File: config.mk
export PLATFORM = sky130hd
export DESIGN_NAME = mpram_write_front
export DESIGN_NICKNAME = d
export VERILOG_FILES = /design/src/rtl/mpram_write_front.sv
export SDC_FILE = /design/constraint.sdc
export NUM_CORES = 2
export LEC_CHECK = 0
export CAP_MARGIN = 20
export CORE_MARGIN = 2
export CORE_UTILIZATION = 30
export DETAILED_ROUTE_END_ITERATION = 6
export PLACE_DENSITY = 0.5
export REMOVE_ABC_BUFFERS = 1
export SLEW_MARGIN = 30
export SYNTH_ARGS = -nofsm -noshare
export SYNTH_HDL_FRONTEND = slang
export SYNTH_SLANG_ARGS = --single-unit
File: constraint.sdc
create_clock -name clk -period 6.62 [get_ports clk]
set_clock_uncertainty 0.05 [all_clocks]
set_input_delay 1.324 -clock clk [delete_from_list [all_inputs] [get_ports clk]]
set_output_delay 1.324 -clock clk [all_outputs]
set_load 0.05 [all_outputs]
File: src/rtl/mpram_write_front.sv
// Write/read front end for the XOR multi-port RAM: zero-fills the array after reset,
// resolves same-address write collisions and forwards in-flight writes to reads.
module mpram_write_front #(
   parameter  int DATA_DEPTH = 128,
   parameter  int DATA_WIDTH = 64,
   parameter  int WPORTS_NUM = 4,
   parameter  int RPORTS_NUM = 4,
   localparam int ADDR_WIDTH = $clog2(DATA_DEPTH)
) (
   input  logic                                   clk,
   input  logic                                   rst,
   input  logic [WPORTS_NUM-1:0]                  wr_en_i,
   input  logic [WPORTS_NUM-1:0][ADDR_WIDTH-1:0]  wr_addr_i,
   input  logic [WPORTS_NUM-1:0][DATA_WIDTH-1:0]  wr_data_i,
   input  logic [RPORTS_NUM-1:0]                  rd_en_i,
   input  logic [RPORTS_NUM-1:0][ADDR_WIDTH-1:0]  rd_addr_i,
   output logic [RPORTS_NUM-1:0][DATA_WIDTH-1:0]  rd_data_o,
   output logic [RPORTS_NUM-1:0]                  rd_valid_o,
   output logic                                   ready_o,
   output logic [15:0]                            collision_cnt_o,
   output logic [WPORTS_NUM-1:0]                  ram_en_w_o,
   output logic [WPORTS_NUM-1:0][ADDR_WIDTH-1:0]  ram_waddr_o,
   output logic [WPORTS_NUM-1:0][DATA_WIDTH-1:0]  ram_wdata_o,
   output logic [RPORTS_NUM-1:0]                  ram_en_r_o,
   output logic [RPORTS_NUM-1:0][ADDR_WIDTH-1:0]  ram_raddr_o,
   input  logic [RPORTS_NUM-1:0][DATA_WIDTH-1:0]  ram_rdata_i
);

   typedef enum logic [0:0] {ST_INIT, ST_RUN} state_t;

   localparam logic [ADDR_WIDTH-1:0] LAST_ADDR = ADDR_WIDTH'(DATA_DEPTH - 1);

   state_t                                 state;
   logic [ADDR_WIDTH-1:0]                  init_cnt;

   logic [WPORTS_NUM-1:0]                  drop_vec;
   logic [15:0]                            drop_num;
   logic [16:0]                            coll_sum;

   logic [WPORTS_NUM-1:0]                  nxt_en;
   logic [WPORTS_NUM-1:0][ADDR_WIDTH-1:0]  nxt_addr;
   logic [WPORTS_NUM-1:0][DATA_WIDTH-1:0]  nxt_data;

   logic [WPORTS_NUM-1:0]                  hist_en;
   logic [WPORTS_NUM-1:0][ADDR_WIDTH-1:0]  hist_addr;
   logic [WPORTS_NUM-1:0][DATA_WIDTH-1:0]  hist_data;

   logic [RPORTS_NUM-1:0]                  fwd_hit;
   logic [RPORTS_NUM-1:0][DATA_WIDTH-1:0]  fwd_data;
   logic [RPORTS_NUM-1:0]                  fwd_hit_q;
   logic [RPORTS_NUM-1:0][DATA_WIDTH-1:0]  fwd_data_q;
   logic [RPORTS_NUM-1:0][DATA_WIDTH-1:0]  rd_hold;

   // A lower-numbered port loses to any higher-numbered port hitting the same address.
   always_comb begin
      drop_vec = '0;
      drop_num = '0;
      for (int i = 0; i < WPORTS_NUM; i++) begin
         for (int j = i + 1; j < WPORTS_NUM; j++) begin
            if (wr_en_i[i] && wr_en_i[j] && (wr_addr_i[i] == wr_addr_i[j])) begin
               drop_vec[i] = 1'b1;
            end
         end
      end
      for (int i = 0; i < WPORTS_NUM; i++) begin
         drop_num = drop_num + 16'(drop_vec[i]);
      end
      coll_sum = {1'b0, collision_cnt_o} + {1'b0, drop_num};
   end

   always_comb begin
      nxt_en   = '0;
      nxt_addr = '0;
      nxt_data = '0;
      if (state == ST_INIT) begin
         nxt_en[0]   = 1'b1;
         nxt_addr[0] = init_cnt;
      end else begin
         nxt_en   = wr_en_i & ~drop_vec;
         nxt_addr = wr_addr_i;
         nxt_data = wr_data_i;
      end
   end

   // Scan oldest to youngest so the most recent matching write overrides earlier ones.
   always_comb begin
      fwd_hit  = '0;
      fwd_data = '0;
      for (int k = 0; k < RPORTS_NUM; k++) begin
         for (int i = 0; i < WPORTS_NUM; i++) begin
            if (hist_en[i] && (hist_addr[i] == rd_addr_i[k])) begin
               fwd_hit[k]  = 1'b1;
               fwd_data[k] = hist_data[i];
            end
         end
         for (int i = 0; i < WPORTS_NUM; i++) begin
            if (ram_en_w_o[i] && (ram_waddr_o[i] == rd_addr_i[k])) begin
               fwd_hit[k]  = 1'b1;
               fwd_data[k] = ram_wdata_o[i];
            end
         end
         for (int i = 0; i < WPORTS_NUM; i++) begin
            if (nxt_en[i] && (nxt_addr[i] == rd_addr_i[k])) begin
               fwd_hit[k]  = 1'b1;
               fwd_data[k] = nxt_data[i];
            end
         end
      end
   end

   // RAM data only arrives in the response cycle, so the forwarding decision is carried one cycle.
   always_comb begin
      rd_data_o = rd_hold;
      for (int k = 0; k < RPORTS_NUM; k++) begin
         if (rd_valid_o[k]) begin
            rd_data_o[k] = fwd_hit_q[k] ? fwd_data_q[k] : ram_rdata_i[k];
         end
      end
   end

   assign ram_en_r_o  = ((state == ST_RUN) && !rst) ? rd_en_i : '0;
   assign ram_raddr_o = rd_addr_i;

   always_ff @(posedge clk) begin
      if (rst) begin
         state           <= ST_INIT;
         init_cnt        <= '0;
         ready_o         <= 1'b0;
         ram_en_w_o      <= '0;
         ram_waddr_o     <= '0;
         ram_wdata_o     <= '0;
         hist_en         <= '0;
         hist_addr       <= '0;
         hist_data       <= '0;
         collision_cnt_o <= '0;
         rd_valid_o      <= '0;
         fwd_hit_q       <= '0;
         fwd_data_q      <= '0;
         rd_hold         <= '0;
      end else begin
         ram_en_w_o  <= nxt_en;
         ram_waddr_o <= nxt_addr;
         ram_wdata_o <= nxt_data;
         hist_en     <= ram_en_w_o;
         hist_addr   <= ram_waddr_o;
         hist_data   <= ram_wdata_o;
         for (int k = 0; k < RPORTS_NUM; k++) begin
            if (rd_valid_o[k]) begin
               rd_hold[k] <= rd_data_o[k];
            end
         end
         case (state)
            ST_INIT: begin
               rd_valid_o <= '0;
               fwd_hit_q  <= '0;
               if (init_cnt == LAST_ADDR) begin
                  state   <= ST_RUN;
                  ready_o <= 1'b1;
               end else begin
                  init_cnt <= init_cnt + ADDR_WIDTH'(1);
               end
            end
            ST_RUN: begin
               rd_valid_o      <= rd_en_i;
               fwd_hit_q       <= fwd_hit;
               fwd_data_q      <= fwd_data;
               collision_cnt_o <= coll_sum[16] ? 16'hFFFF : coll_sum[15:0];
            end
            default: state <= ST_INIT;
         endcase
      end
   end

endmodule

## Word level (Yosys, flattened, before mapping)

Cells that the tools add are included.

| storage, ports and cells | value |
|---|---|
| register bits | 1121 |
| input bits | 578 |
| output and inout port bits | 597 |
| logic and storage cells | 280 |

| cells by class | value |
|---|---|
| $add $sub $neg | 4 |
| equal/unequal tests | 55 |
| mux-type cells | 121 |
| bitwise gates (word level) | 4 |
| reductions and logical operators | 64 |

Operators by type and width:

| operator | number |
|---|---|
| $mux W64 | 56 |
| $eq A7 B7 Y1 | 54 |
| $mux W256 | 1 |
| $logic_and A1 B1 Y1 | 61 |
| $mux W1 | 57 |
| $mux W21 | 1 |
| $add A16 B3 Y17 | 1 |
| $mux W16 | 1 |
| $pmux W4 S2 | 2 |
| $add A7 B1 Y7 const B | 1 |
| $eq A7 B7 Y1 const B | 1 |
| $mux W7 | 1 |
| $and A4 B4 Y4 | 1 |
| $mux W4 | 1 |
| $not A3 Y4 | 1 |
| $reduce_and A2 Y1 | 2 |
| $add A2 B1 Y3 | 1 |
| $mux W3 | 1 |
| $add A1 B1 Y2 | 1 |
| $not A1 Y1 | 2 |
| $logic_not A1 Y1 | 1 |

## Longest topological paths before layout

| logic depth | value |
|---|---|
| depth after elaboration | 15 |
| mapped depth | 15 |
| mapped depth without buffers | 14 |

## Least setup slack after synthesis

OpenSTA, ideal clock, no wires.

| timing | value |
|---|---|
| path type | input port to flip-flop |
| start point | input port wr_addr_i[23] (netlist bit) |
| end point | register collision_cnt_o[10] |
| library setup time | 128 ps |
| arrival time | 4223 ps |
| data required time | 6442 ps |
| slack | 2219 ps |
| stages | 14 |
| path buffers | 1 |
| cells stage by stage | buf_2 -> xnor2_1 -> nand3_1 -> or4_1 -> and3_1 -> fa_1 -> inv_1 -> ha_1 -> fa_1 -> nand3_1 -> nor2_1 -> and3_1 -> o21ai_0 -> nor2_1 |

| between the ends | value |
|---|---|
| word-level cells in the longest chain between the ends | 7 |
| elaborated cells on any way between the ends | 13 |
| those cells by class | add/sub: 3; eq/ne: 3; mux: 4; reduce/logical: 3 |

Ends and longest elaborated chain:

| what | line | text |
|---|---|---|
| start, declared | 13 | `input logic [WPORTS_NUM-1:0][ADDR_WIDTH-1:0] wr_addr_i,` |
| $eq A7 B7 Y1 | 60 | `if (wr_en_i[i] && wr_en_i[j] && (wr_addr_i[i] == wr_addr_i[j])) begin` |
| $logic_and A1 B1 Y1 | 60 |  |
| $mux W1 | 60 |  |
| $add A1 B1 Y2 | 66 | `drop_num = drop_num + 16'(drop_vec[i]);` |
| $add A2 B1 Y3 * | 66 |  |
| $add A16 B3 Y17 * | 68 | `coll_sum = {1'b0, collision_cnt_o} + {1'b0, drop_num};` |
| $mux W16 * | 167 | `collision_cnt_o <= coll_sum[16] ? 16'hFFFF : coll_sum[15:0];` |
| end signal, assigned | 167 |  |
| end, declared | 20 | `output logic [15:0] collision_cnt_o,` |

Every way passes the cells marked *; elsewhere a longest branch is shown, timed or not.
A chain may end at the register's enable or synchronous reset.

## Worst setup path in the final report

| timing | value |
|---|---|
| start point | input port rd_addr_i[11] (netlist bit) |
| end point | register fwd_data_q[97] (netlist bit) |

| between the ends | value |
|---|---|
| word-level cells in the longest chain between the ends | 14 |
| elaborated cells on any way between the ends | 36 |
| those cells by class | eq/ne: 12; mux: 12; reduce/logical: 12 |

Ends and longest elaborated chain:

| what | line | text |
|---|---|---|
| start, declared | 16 | `input logic [RPORTS_NUM-1:0][ADDR_WIDTH-1:0] rd_addr_i,` |
| $eq A7 B7 Y1 | 91 | `if (hist_en[i] && (hist_addr[i] == rd_addr_i[k])) begin` |
| $logic_and A1 B1 Y1 | 91 |  |
| $mux W64 (4 in a row) | 91 |  |
| $mux W64 (4 in a row) | 97 | `if (ram_en_w_o[i] && (ram_waddr_o[i] == rd_addr_i[k])) begin` |
| $mux W64 (3 in a row) | 103 | `if (nxt_en[i] && (nxt_addr[i] == rd_addr_i[k])) begin` |
| $mux W64 * | 103 |  |
| end signal, assigned | 166 | `fwd_data_q <= fwd_data;` |
| end, declared | 51 | `logic [RPORTS_NUM-1:0][DATA_WIDTH-1:0] fwd_data_q;` |

Marked as above.

==> results.json <==
{
  "status": "finished with violations",
  "violations": "DRC",
  "seq_area_frac_synth": 0.346,
  "clk_path_buf_depth": 3,
  "vias": 77900,
  "grt_pass1_vias": 73500,
  "rsz0062_at_grt": "no",
  "io_buffers": 1174,
  "drt_iter0_markers": 12900,
  "gp_congestion": 0.971,
  "drive_gt1_frac": 0.0829,
  "p_leak_nw": 28.9,
  "root_buffer": "clkbuf_16",
  "wirelength_um": 476000,
  "cts.clk_slew.worst_paths_ns": 0.06,
  "post-place-ws_ns": 0.824,
  "cts_buffers": 146,
  "crit_path_start_kind": "input pin",
  "layout_setup_ws_ns": 1.42,
  "setup_viol": 0,
  "synth_edf_count": 0,
  "core_mm2": 0.215,
  "whs_ns": 0.426,
  "finalNonFillerCells": 11700,
  "n_fill_cell": 21800,
  "die_area_mm2": 0.220,
  "critical_path_class": "input pin to flip-flop",
  "grt_max_degree": 157,
  "route.detailed.drc": 21,
  "avgSynthCellArea_um2": 8.13,
  "die-height_um": 469,
  "htree_levels": 4,
  "ctsHoldBuffers": 0,
  "synth_ff_type": "dfxtp_1",
  "avgRoutedWirePerCell_um": 40.6,
  "routed_via_density": 6.64,
  "syn-cell-area_mm2": 0.0649,
  "cap_violations": 0,
  "die_width_um": 469,
  "fin_crit_ns": 5.20,
  "async_reset_ff_frac": 0,
  "initial_core_util": 0.302,
  "first_pass_iters": 7,
  "ctsResizeCount": 0,
  "area_growth_pct": 31.6,
  "antenna_left": 0,
  "drv_slew": 0,
  "cts_tree": "yes",
  "relSlewSlack": 0.256,
  "placedCellCount": 11400,
  "worstPathArrival_ns": 5.90,
  "total_power_mw": 16.5,
  "grt.overflow.total": 0,
  "hold_class": "flip-flop to flip-flop",
  "clock-sinks": 1121,
  "tightest_slew_ns": 1.12,
  "vdd_ir_drop_max_v": 0.000303,
  "cts_setup_buffers": 0,
  "synthDistinctLibCells": 87,
  "clock.fmax_ghz": 0.192,
  "hold_viol_final": 0,
  "pin_count": 1175,
  "clkLatencyLatePin_ns": 0.88,
  "cp.required_ns": 7.32,
  "dp_hpwl_um": 324000,
  "netlist_instances": 7988,
  "antenna_found_initial": 62,
  "row_count": 170,
  "period_share": 0.786,
  "ys_warn_count": 0,
  "nets": 9325,
  "grt_pass1_wl_um": 634000,
  "grt_usage": 0.411,
  "critPathCaptureType": "flip-flop",
  "synth-seq-cells": 1121,
  "critPathMaxFanout": 11,
  "power.density_mw_per_mm2": 193
}
worst max-delay path: stages:
cell and delay (ns):
clkdlybuf4s50_1 0.85, buf_4 0.41, xor2_1 0.15, nor4_1 0.72
nand3_4 0.67, nand2_2 0.80, buf_4 0.45, a221o_1 0.16
a21oi_1 0.04, a211oi_1 0.26
worst paths after layout:
check                              startpoint              end  slack, ns  cells after the start
worst max-delay path            rd_addr_i[11]   fwd_data_q[97]       1.42                     10
worst min-delay path                  ready_o          ready_o       0.43                      2
worst max register to register          state  fwd_data_q[125]       1.76                      9
worst min register to register        ready_o          ready_o       0.43                      2
area by class of cell:
| cell class | instances | area [um^2] | area share |
|---|---|---|---|
| inverter | 34 | 130 | 0.00152 |
| antenna | 37 | 92.6 | 0.00108 |
| timing repair buffer | 1497 | 14900 | 0.174 |
| multi-input combinational | 5942 | 39300 | 0.460 |
| sequential | 1121 | 22500 | 0.263 |
| tap | 2838 | 3550 | 0.0416 |
| clock inverter | 51 | 699 | 0.00819 |
| clock buffer | 214 | 4260 | 0.0499 |
report_power, final:
group	internal [mW]	total [mW]	switching (mW)	leakage (nW)
clock	4.99	8.54	3.55	2.43
combinational	0.502	1.19	0.692	17.4
sequential	6.75	6.76	0.00916	9.03
total	12.2	16.5	4.25	28.9
routing by layer:
metal,wire length [um],track usage,share of wire
met1,177000,0.501,0.37
met2,199000,0.605,0.42
met3,62600,0.153,0.13
met4,37100,0.269,0.078
met5,250,0,0.00053
state kept, by name, summed over array words and instances (netlist names), 4 cells and up:
register,cells
collision_cnt_o,16
fwd_data_q,256
fwd_hit_q,4
hist_addr,28
hist_data,256
hist_en,4
init_cnt,7
ram_en_w_o,4
ram_waddr_o,28
ram_wdata_o,256
rd_hold,256
rd_valid_o,4
metrics by stage:
step,TNS [ns],area (um^2),util
floorplan,-6011.10,61200,-
global placement,0,80100,0.373
detailed placement,0,80300,0.374
CTS,0,85300,0.397
global route,0,85400,0.397
finish,0,85400,0.398
cells in the final DEF (no fill, tap or decap), types with 29 or more instances in the layout:
| cell type | n |
|---|---|
| o21ai_0 | 356 |
| clkbuf_16 | 150 |
| a221oi_1 | 355 |
| clkbuf_1 | 37 |
| and3_1 | 29 |
| nor3_1 | 130 |
| nor4_1 | 40 |
| nand3_1 | 105 |
| nor2_1 | 679 |
| o22a_1 | 38 |
| mux2i_1 | 278 |
| a22oi_1 | 95 |
| a31oi_1 | 111 |
| o221ai_1 | 210 |
| xnor2_1 | 255 |
| buf_12 | 49 |
| xor2_1 | 100 |
| dfxtp_1 | 1112 |
| nor2_4 | 44 |
| a211oi_1 | 96 |
| a221o_1 | 151 |
| nand2_1 | 337 |
| o211ai_1 | 115 |
| a311oi_1 | 36 |
| o22ai_1 | 191 |
| o31ai_1 | 43 |
| nor2b_1 | 576 |
| and2_1 | 279 |
| nand4_1 | 105 |
| clkdlybuf4s50_1 | 1172 |
| a21oi_1 | 656 |
| buf_4 | 268 |
| inv_1 | 33 |
| diode_2 | 37 |
| a22o_1 | 99 |
logic make-up after synthesis:
| family | synth area share |
|---|---|
| compound gates | 0.304 |
| simple gates | 0.198 |
| flops | 0.346 |
| buf+inv | 0.0594 |
| xor+xnor | 0.0479 |
| mux | 0.0436 |
| fa+ha+maj | 0.00120 |
cell usage after synthesis (all sizes together) (105+ instances only):
master | number | share of area
nand4 | 105 | 0.010
nor3 | 138 | 0.011
o211ai | 115 | 0.013
buf | 289 | 0.023
o221ai | 211 | 0.029
xnor2 | 255 | 0.034
and2 | 282 | 0.027
clkbuf | 602 | 0.035
nor2b | 576 | 0.056
a221o | 151 | 0.023
a221oi | 357 | 0.048
a21oi | 657 | 0.051
mux2i | 278 | 0.043
o21ai | 369 | 0.028
nand3 | 116 | 0.0090
dfxtp | 1121 | 0.35
a31oi | 112 | 0.011
nor2 | 731 | 0.043
nand2 | 353 | 0.020
o22ai | 191 | 0.018
No activity file was read; power rests on OpenSTA's default activity.
